File: config.mk
export PLATFORM = sky130hd
export DESIGN_NAME = box_animator
export DESIGN_NICKNAME = d
export VERILOG_FILES = /design/src/rtl/vga_pkg.sv /design/src/rtl/box_axis.sv /design/src/rtl/box_animator.sv
export SDC_FILE = /design/constraint.sdc
export NUM_CORES = 1
export LEC_CHECK = 0
export ABC_CLOCK_PERIOD_IN_PS = 3000
export BUFFER_PORTS_ARGS = -buffer_cell sky130_fd_sc_hd__buf_2
export CORE_UTILIZATION = 55
export DETAILED_ROUTE_END_ITERATION = 10
export PLACE_DENSITY_LB_ADDON = 0.05
export SYNTH_ARGS = -nofsm -noshare
export SYNTH_HDL_FRONTEND = slang
export SYNTH_SLANG_ARGS = --single-unit
File: constraint.sdc
create_clock -name Clock -period 3 [get_ports Clock]
set_input_delay 0.45 -clock Clock [delete_from_list [all_inputs] [get_ports Clock]]
set_output_delay 0.45 -clock Clock [all_outputs]
set_load 0.02 [all_outputs]
File: src/rtl/vga_pkg.sv
// vga_pkg: shared constants and types for the bouncing-box pattern generator.
//   - 800x600 VGA timing constants (display / front porch / sync / back porch)
//   - default box edge length
//   - dir_t: per-axis direction of travel
//   - PALETTE: 8 x 24-bit RGB box colours, index 0 = red
//   - BACKGROUND: colour of visible pixels outside the box
package vga_pkg;

  localparam int H_DISPLAY_C = 800;
  localparam int H_FRONT     = 56;
  localparam int H_SYNC      = 120;
  localparam int H_BACK      = 64;

  localparam int V_DISPLAY_C = 600;
  localparam int V_FRONT     = 37;
  localparam int V_SYNC      = 6;
  localparam int V_BACK      = 23;

  localparam int BOX_SIZE_DEFAULT = 64;

  typedef enum logic {
    DIR_INC = 1'b0,
    DIR_DEC = 1'b1
  } dir_t;

  // Packed so that PALETTE[0] is the right-most entry (red).
  localparam logic [7:0][23:0] PALETTE = {
    24'hFFA500,  // 7 orange
    24'hFFFFFF,  // 6 white
    24'hFF00FF,  // 5 magenta
    24'h00FFFF,  // 4 cyan
    24'hFFFF00,  // 3 yellow
    24'h0000FF,  // 2 blue
    24'h00FF00,  // 1 green
    24'hFF0000   // 0 red
  };

  localparam logic [23:0] BACKGROUND = 24'h000040;

endpackage

File: src/rtl/box_axis.sv
// box_axis: position/direction state of the box along one axis.
//   Clock, Reset_n : pixel clock, async active-low reset
//   tick           : frame update strobe (already gated by pause)
//   Speed          : pixels per tick; 0 leaves the axis untouched
//   position       : current box coordinate (registered)
//   direction      : current dir_t, as a plain bit (registered)
//   bounce         : high during a tick that clamps against a wall
module box_axis
  import vga_pkg::*;
#(
  parameter int W    = 11,
  parameter int LIM  = 736,
  parameter int INIT = 368
) (
  input  logic         Clock,
  input  logic         Reset_n,
  input  logic         tick,
  input  logic [3:0]   Speed,
  output logic [W-1:0] position,
  output logic         direction,
  output logic         bounce
);

  localparam logic [W:0]   LIM_EXT  = LIM[W:0];
  localparam logic [W-1:0] LIM_POS  = LIM[W-1:0];
  localparam logic [W-1:0] INIT_POS = INIT[W-1:0];

  dir_t         dir_r;
  dir_t         dir_nxt_s;
  logic [W-1:0] pos_r;
  logic [W-1:0] pos_nxt_s;
  logic [W:0]   pos_ext_s;
  logic [W:0]   spd_ext_s;
  logic [W:0]   sum_s;
  logic         bounce_s;

  // One guard bit so pos+Speed can exceed the limit without wrapping.
  assign pos_ext_s = {1'b0, pos_r};
  assign spd_ext_s = {{(W-3){1'b0}}, Speed};
  assign sum_s     = pos_ext_s + spd_ext_s;

  // Next position/direction; Speed 0 must not flip direction at a wall.
  always_comb begin
    pos_nxt_s = pos_r;
    dir_nxt_s = dir_r;
    bounce_s  = 1'b0;
    if (tick && (Speed != 4'd0)) begin
      case (dir_r)
        DIR_INC: begin
          if (sum_s >= LIM_EXT) begin
            pos_nxt_s = LIM_POS;
            dir_nxt_s = DIR_DEC;
            bounce_s  = 1'b1;
          end else begin
            pos_nxt_s = sum_s[W-1:0];
          end
        end
        DIR_DEC: begin
          if (pos_ext_s <= spd_ext_s) begin
            pos_nxt_s = {W{1'b0}};
            dir_nxt_s = DIR_INC;
            bounce_s  = 1'b1;
          end else begin
            pos_nxt_s = pos_r - spd_ext_s[W-1:0];
          end
        end
        default: begin
          pos_nxt_s = pos_r;
          dir_nxt_s = DIR_INC;
        end
      endcase
    end else begin
      pos_nxt_s = pos_r;
    end
  end

  // Axis state register.
  always_ff @(posedge Clock or negedge Reset_n) begin
    if (!Reset_n) begin
      pos_r <= INIT_POS;
      dir_r <= DIR_INC;
    end else begin
      pos_r <= pos_nxt_s;
      dir_r <= dir_nxt_s;
    end
  end

  assign position  = pos_r;
  assign direction = dir_r;
  // Same-cycle strobe: consumed by the colour register on the tick edge.
  assign bounce    = bounce_s;

endmodule

File: src/rtl/box_animator.sv
// box_animator: draws a square box that bounces around the visible area,
// changing colour on every wall hit. Two-stage pipeline, 2 cycles latency.
//   Clock, Reset_n                      : pixel clock, async active-low reset
//   blank_n, sync_n, hSync_n, vSync_n   : timing strobes from the VGA controller
//   nextX[10:0], nextY[9:0]             : coordinate of the pixel being requested
//   Speed[3:0]                          : pixels moved per frame per axis
//   Pause                               : freeze position, direction and colour
//   red, green, blue[7:0]               : pixel colour (registered)
//   *_out                               : input strobes delayed to match colour
module box_animator
  import vga_pkg::*;
#(
  parameter int BOX_SIZE  = BOX_SIZE_DEFAULT,
  parameter int H_DISPLAY = 800,
  parameter int V_DISPLAY = 600
) (
  input  logic        Clock,
  input  logic        Reset_n,
  input  logic        blank_n,
  input  logic        sync_n,
  input  logic        hSync_n,
  input  logic        vSync_n,
  input  logic [10:0] nextX,
  input  logic [9:0]  nextY,
  input  logic [3:0]  Speed,
  input  logic        Pause,
  output logic [7:0]  red,
  output logic [7:0]  green,
  output logic [7:0]  blue,
  output logic        blank_n_out,
  output logic        sync_n_out,
  output logic        hSync_n_out,
  output logic        vSync_n_out
);

  localparam int LIM_X  = H_DISPLAY - BOX_SIZE;
  localparam int LIM_Y  = V_DISPLAY - BOX_SIZE;
  localparam int INIT_X = LIM_X / 2;
  localparam int INIT_Y = LIM_Y / 2;

  localparam logic [11:0] BOX_W = BOX_SIZE[11:0];
  localparam logic [10:0] BOX_H = BOX_SIZE[10:0];

  // stage 1
  logic [10:0] x1_r;
  logic [9:0]  y1_r;
  logic        blank1_r;
  logic        sync1_r;
  logic        hs1_r;
  logic        vs1_r;

  // frame tick and box state
  logic        vs_prev_r;
  logic        tick_s;
  logic [10:0] pos_x_s;
  logic [9:0]  pos_y_s;
  logic        dir_x_s;
  logic        dir_y_s;
  logic        bounce_x_s;
  logic        bounce_y_s;
  logic [2:0]  colour_idx_r;

  // stage 2 colour
  logic [11:0] x_ext_s;
  logic [11:0] x_lo_s;
  logic [11:0] x_hi_s;
  logic [10:0] y_ext_s;
  logic [10:0] y_lo_s;
  logic [10:0] y_hi_s;
  logic        inside_s;
  logic [23:0] rgb_nxt_s;

  // Falling edge of the raw vSync_n input; pause swallows the tick outright.
  assign tick_s = vs_prev_r & ~vSync_n & ~Pause;

  // Previous vSync_n sample; resets low so releasing reset cannot fake an edge.
  always_ff @(posedge Clock or negedge Reset_n) begin
    if (!Reset_n) begin
      vs_prev_r <= 1'b0;
    end else begin
      vs_prev_r <= vSync_n;
    end
  end

  box_axis #(
    .W    (11),
    .LIM  (LIM_X),
    .INIT (INIT_X)
  ) u_axis_x (
    .Clock     (Clock),
    .Reset_n   (Reset_n),
    .tick      (tick_s),
    .Speed     (Speed),
    .position  (pos_x_s),
    .direction (dir_x_s),
    .bounce    (bounce_x_s)
  );

  box_axis #(
    .W    (10),
    .LIM  (LIM_Y),
    .INIT (INIT_Y)
  ) u_axis_y (
    .Clock     (Clock),
    .Reset_n   (Reset_n),
    .tick      (tick_s),
    .Speed     (Speed),
    .position  (pos_y_s),
    .direction (dir_y_s),
    .bounce    (bounce_y_s)
  );

  // Colour index: one step per bouncing tick, even if both axes bounce.
  always_ff @(posedge Clock or negedge Reset_n) begin
    if (!Reset_n) begin
      colour_idx_r <= 3'd0;
    end else if (tick_s && (bounce_x_s || bounce_y_s)) begin
      colour_idx_r <= colour_idx_r + 3'd1;
    end else begin
      colour_idx_r <= colour_idx_r;
    end
  end

  // Stage 1: capture coordinate and strobes.
  always_ff @(posedge Clock or negedge Reset_n) begin
    if (!Reset_n) begin
      x1_r     <= 11'd0;
      y1_r     <= 10'd0;
      blank1_r <= 1'b0;
      sync1_r  <= 1'b1;
      hs1_r    <= 1'b1;
      vs1_r    <= 1'b1;
    end else begin
      x1_r     <= nextX;
      y1_r     <= nextY;
      blank1_r <= blank_n;
      sync1_r  <= sync_n;
      hs1_r    <= hSync_n;
      vs1_r    <= vSync_n;
    end
  end

  // Widened bounds so posX+BOX_SIZE cannot wrap near the right/bottom edge.
  assign x_ext_s  = {1'b0, x1_r};
  assign x_lo_s   = {1'b0, pos_x_s};
  assign x_hi_s   = x_lo_s + BOX_W;
  assign y_ext_s  = {1'b0, y1_r};
  assign y_lo_s   = {1'b0, pos_y_s};
  assign y_hi_s   = y_lo_s + BOX_H;
  assign inside_s = (x_ext_s >= x_lo_s) && (x_ext_s < x_hi_s) &&
                    (y_ext_s >= y_lo_s) && (y_ext_s < y_hi_s);

  // Stage 2 colour select: blanking wins, then box, then background.
  always_comb begin
    rgb_nxt_s = 24'h000000;
    if (!blank1_r) begin
      rgb_nxt_s = 24'h000000;
    end else if (inside_s) begin
      rgb_nxt_s = PALETTE[colour_idx_r];
    end else begin
      rgb_nxt_s = BACKGROUND;
    end
  end

  // Stage 2: register colour and forward the strobes.
  always_ff @(posedge Clock or negedge Reset_n) begin
    if (!Reset_n) begin
      red         <= 8'h00;
      green       <= 8'h00;
      blue        <= 8'h00;
      blank_n_out <= 1'b0;
      sync_n_out  <= 1'b1;
      hSync_n_out <= 1'b1;
      vSync_n_out <= 1'b1;
    end else begin
      red         <= rgb_nxt_s[23:16];
      green       <= rgb_nxt_s[15:8];
      blue        <= rgb_nxt_s[7:0];
      blank_n_out <= blank1_r;
      sync_n_out  <= sync1_r;
      hSync_n_out <= hs1_r;
      vSync_n_out <= vs1_r;
    end
  end

endmodule

==> impl_metrics.csv <==
group,metric,value,unit
timing,tns,0,ns
power_and_ir_drop,vdd_ir_drop_max,0.487,mV
synthesis,syn_inst,485,
floorplanning,placementRows,32,
clock_network,path_clk_slew,0.08,ns
floorplanning,start_util,0.574,
synthesis,synthDistinctLibCells,66,
power_and_ir_drop,p_per_area,908,nW/um2
synthesis,synth-main-ff-cell,"dfrtp_1",
synthesis,syn_avg_cell_area,9.23,um2
floorplanning,dieHeight,92.2,um
synthesis,synth_compound_area_frac,0.227,
timing,fin_crit,2.89,ns
floorplanning,die_w,92.2,um
drt,post-route-drc-count,0,
cells_and_area,utilization,0.649,
timing,hold_ws,0.0714,ns
cells_and_area,num-nets-final,635,
global_routing,grt_use_total,0.272,
timing,tightest_slew,0.831,ns
global_routing,antenna_found_initial,0,
worst_setup_path,endpoint_kind,"flip-flop",
clock_network,insertion_delay,0.35,ns
synthesis,synth-edff-count,0,
synthesis,synth_nets,575,
clock_network,clock-sinks,61,
drt,wl,11000,um
worst_setup_path,cp.required,3.23,ns
synthesis,synth-seq-cells,61,
floorplanning,dieArea,8510,um2
timing,drv_slew,0,
worst_setup_path,worst-path-max-fanout,10,
worst_setup_path,arrival,3.12,ns
global_routing,grt_remaining_overflow,0,
cells_and_area,drive_above_1_share,0.235,
clock_network,cts_inserted_buffers,9,
clock_network,cts_buffer_depth,2,
timing,clock.fmax,346,MHz
cells_and_area,nFillCells,670,
timing,post-route-period-util,0.965,
cells_and_area,insertedDiodeCount,0,
timing,timing.slew.headroom,0.446,
drt,vias_per_cell,5.86,
clock_network,htree_levels,3,
place,dp_hpwl,8650,um
drt,ant_nets,0,
drt,wire_per_inst,16.9,um
timing,finalSetupViolCount,0,
place,gp_congestion,0.928,
floorplanning,core-area,7810,um2
clock_network,hold_buffers,0,
run,maxCapViolations,0,
floorplanning,num_io_pins,60,
run_status,status,"finished, final reports clean",
synthesis,synth_top_family_by_area,"compound AO/OA/AOI/OAI gates",
worst_setup_path,crit_type,"flip-flop to flip-flop",
worst_setup_path,cp_slowest_stage_delay,0.65,ns
synthesis,async_flop_share,1.00,
timing,hold_viol,0,
drt,drt_iter0_drc,150,
synthesis,syn_area,4480,um2
synthesis,synthXorXnorAreaFrac,0.0254,
worst_setup_path,slowest_stage,"dfstp_2",
cells_and_area,seq_area,1540,um2
worst_hold_path,hold_class,"input port to asynchronous set/reset pin",
clock_network,cts-root-buf,"clkbuf_8",
global_routing,first_global_vias,3660,
synthesis,synth-adder-area-share,0.171,
clock_network,cts_tree,"done",
drt,first_pass_iters,5,
place,portBuffers,59,
cells_and_area,area_growth,13.2,%
place,pre_cts_ws,-0.0680,ns
synthesis,synth_warnings,0,
synthesis,ys_seq_area_frac,0.345,
timing,rsz0062_at_grt,"no",
drt,vias,3821,
worst_setup_path,crit_chain,"inv_1, ha_1, inv_1, ha_1, a21o_1, a21oi_1, a21oi_1, or4_1, a211oi_1",
power_and_ir_drop,leakagePower,2.43,nW
synthesis,synthMuxAreaShare,0.00699,
synthesis,synth_simple_gate_area_frac,0.140,
timing,finClkSkew,0.00889,ns
cells_and_area,multiInputGateArea,2570,um2
timing,fin_ws,0.106,ns
global_routing,grt_pass1_wl,17700,um
global_routing,grt_max_degree,26,
worst_setup_path,cp-start-kind,"flip-flop",
==> metal layers <==
layer  wire length, um  global-route usage  share of wire
met4               292              0.0977          0.026
met2              5620               0.479           0.51
met5                 0                   0              0
met1              4550               0.324           0.41
met3               570              0.0597          0.052
==> layout by cell type, fill, tap and decap left out, drive strengths merged, types with 2 or more instances in the layout <==
cell type,Yosys,layout
o221ai,2,2
fa,4,4
o31ai,3,3
o2111ai,2,2
a211oi,4,4
ha,54,54
nor2,27,27
a22oi,4,4
nor2b,9,9
nand4,6,6
inv,44,48
o31a,2,2
nor3,11,11
nor4,2,2
nand4b,2,2
o22ai,6,6
mux2i,2,2
a22o,2,2
o2bb2ai,3,3
xnor2,12,12
nand3,20,20
or4,2,2
a21o,8,8
and2,6,6
and3,6,6
o22a,2,2
clkinvlp,0,2
nand2b,9,9
nand2,20,20
a221oi,2,2
a31oi,6,6
a21oi,36,36
buf,25,84
o21ai,28,28
o21a,11,11
dfrtp,48,48
clkbuf,10,9
dfstp,13,13
o211ai,12,12
or2,2,2
==> flip-flops by register name, summed over array words and instances, names as in the netlist <==
name                count
u_axis_y.position      10
u_axis_y.direction      1
u_axis_x.position      11
sync_n_out              1
blank1_r                1
red                     1
y1_r                   10
green                   2
hs1_r                   1
vs_prev_r               1
u_axis_x.direction      1
colour_idx_r            3
blank_n_out             1
vSync_n_out             1
vs1_r                   1
x1_r                   11
hSync_n_out             1
blue                    2
sync1_r                 1
==> power breakdown <==
group	internal (mW)	switching, mW
Sequential	1.05	0.317
Clock	0.312	0.378
Combinational	1.10	1.44
Total	2.47	2.14
==> kinds of logic (layout without fill, tap and decap cells) <==
family | count (synthesis) | count (layout)
AO/OA/AOI/OAI | 147 | 147
AND/OR/NAND/NOR | 123 | 123
buffers and inverters | 79 | 144
flip-flops | 61 | 61
adder cells (fa/ha/maj) | 59 | 59
XOR/XNOR | 13 | 13
multiplexers | 3 | 3
==> area by class of cell <==
| type | count | share of cell area |
|---|---|---|
| Multi-Input combinational cell | 345 | 0.506 |
| Sequential cell | 61 | 0.305 |
| Timing Repair Buffer | 84 | 0.0953 |
| Inverter | 44 | 0.0326 |
| Tap cell | 102 | 0.0252 |
| Clock buffer | 9 | 0.0244 |
| Clock inverter | 7 | 0.0114 |
==> critical path: cells and delay by family, from the launching register on <==
kind	cells	cell delay, ns
adders and majority gates	2	0.59
AOI/OAI and AO/OA	4	0.76
DFF	1	0.65
buffers and inverters	2	0.19
and+or+nand+nor	1	0.58
==> what timing repair did <==
action | CTS | global route
setup buffers | 0 | 0
gates resized for setup | 0 | 4
setup endpoints to repair | 0 | 4
==> cells in the mapped netlist, types with 2 or more instances <==
cell type	count	area [um2]
a211oi_1	4	30.0
a21o_1	8	60.1
a21oi_1	36	180
a221oi_1	2	17.5
a22o_1	2	17.5
a22oi_1	4	30.0
a31oi_1	6	37.5
and2_1	4	25.0
and2_4	2	17.5
and3_1	6	37.5
buf_2	5	25.0
buf_4	20	150
clkbuf_1	9	33.8
dfrtp_1	48	1200
dfstp_2	13	342
fa_1	4	80.1
ha_1	54	676
inv_1	43	161
mux2i_1	2	20.0
nand2_1	20	75.1
nand2b_1	9	56.3
nand3_1	20	100
nand4_1	6	37.5
nand4b_1	2	17.5
nor2_1	27	101
nor2b_1	9	56.3
nor3_1	11	55.1
nor4_1	2	12.5
o211ai_1	11	82.6
o21a_1	11	82.6
o21ai_0	24	120
o21ai_1	2	10.0
o221ai_1	2	17.5
o22a_1	2	17.5
o22ai_1	6	37.5
o2bb2ai_1	3	26.3
o31a_1	2	17.5
o31ai_1	3	22.5
or2_2	2	12.5
or4_1	2	15.0
xnor2_1	12	105
==> per-stage QoR <==
step	cells	total power, mW	area (um2)
3_5_place_dp	636	3.87	4870
6_report	652	4.60	5070
4_1_cts	652	4.58	5060
3_3_place_gp	636	3.81	4870
5_1_grt	652	4.97	5070
2_1_floorplan	485	3.15	4480
==> final timing paths <==
kind                                      start  slack [ns]                   end  cells after the start
max                        u_axis_x.position[6]        0.11                red[6]                      9
min                                     Reset_n        0.07  u_axis_y.position[7]                      1
max reg2reg                u_axis_x.position[6]        0.11                red[6]                      9
min reg2reg                             sync1_r        0.36            sync_n_out                      0
max in group asynchronous               Reset_n        2.20  u_axis_y.position[8]                      2
min in group Clock                      hSync_n        0.19                 hs1_r                      1
Note: power is estimated with default switching activity, not from simulation.
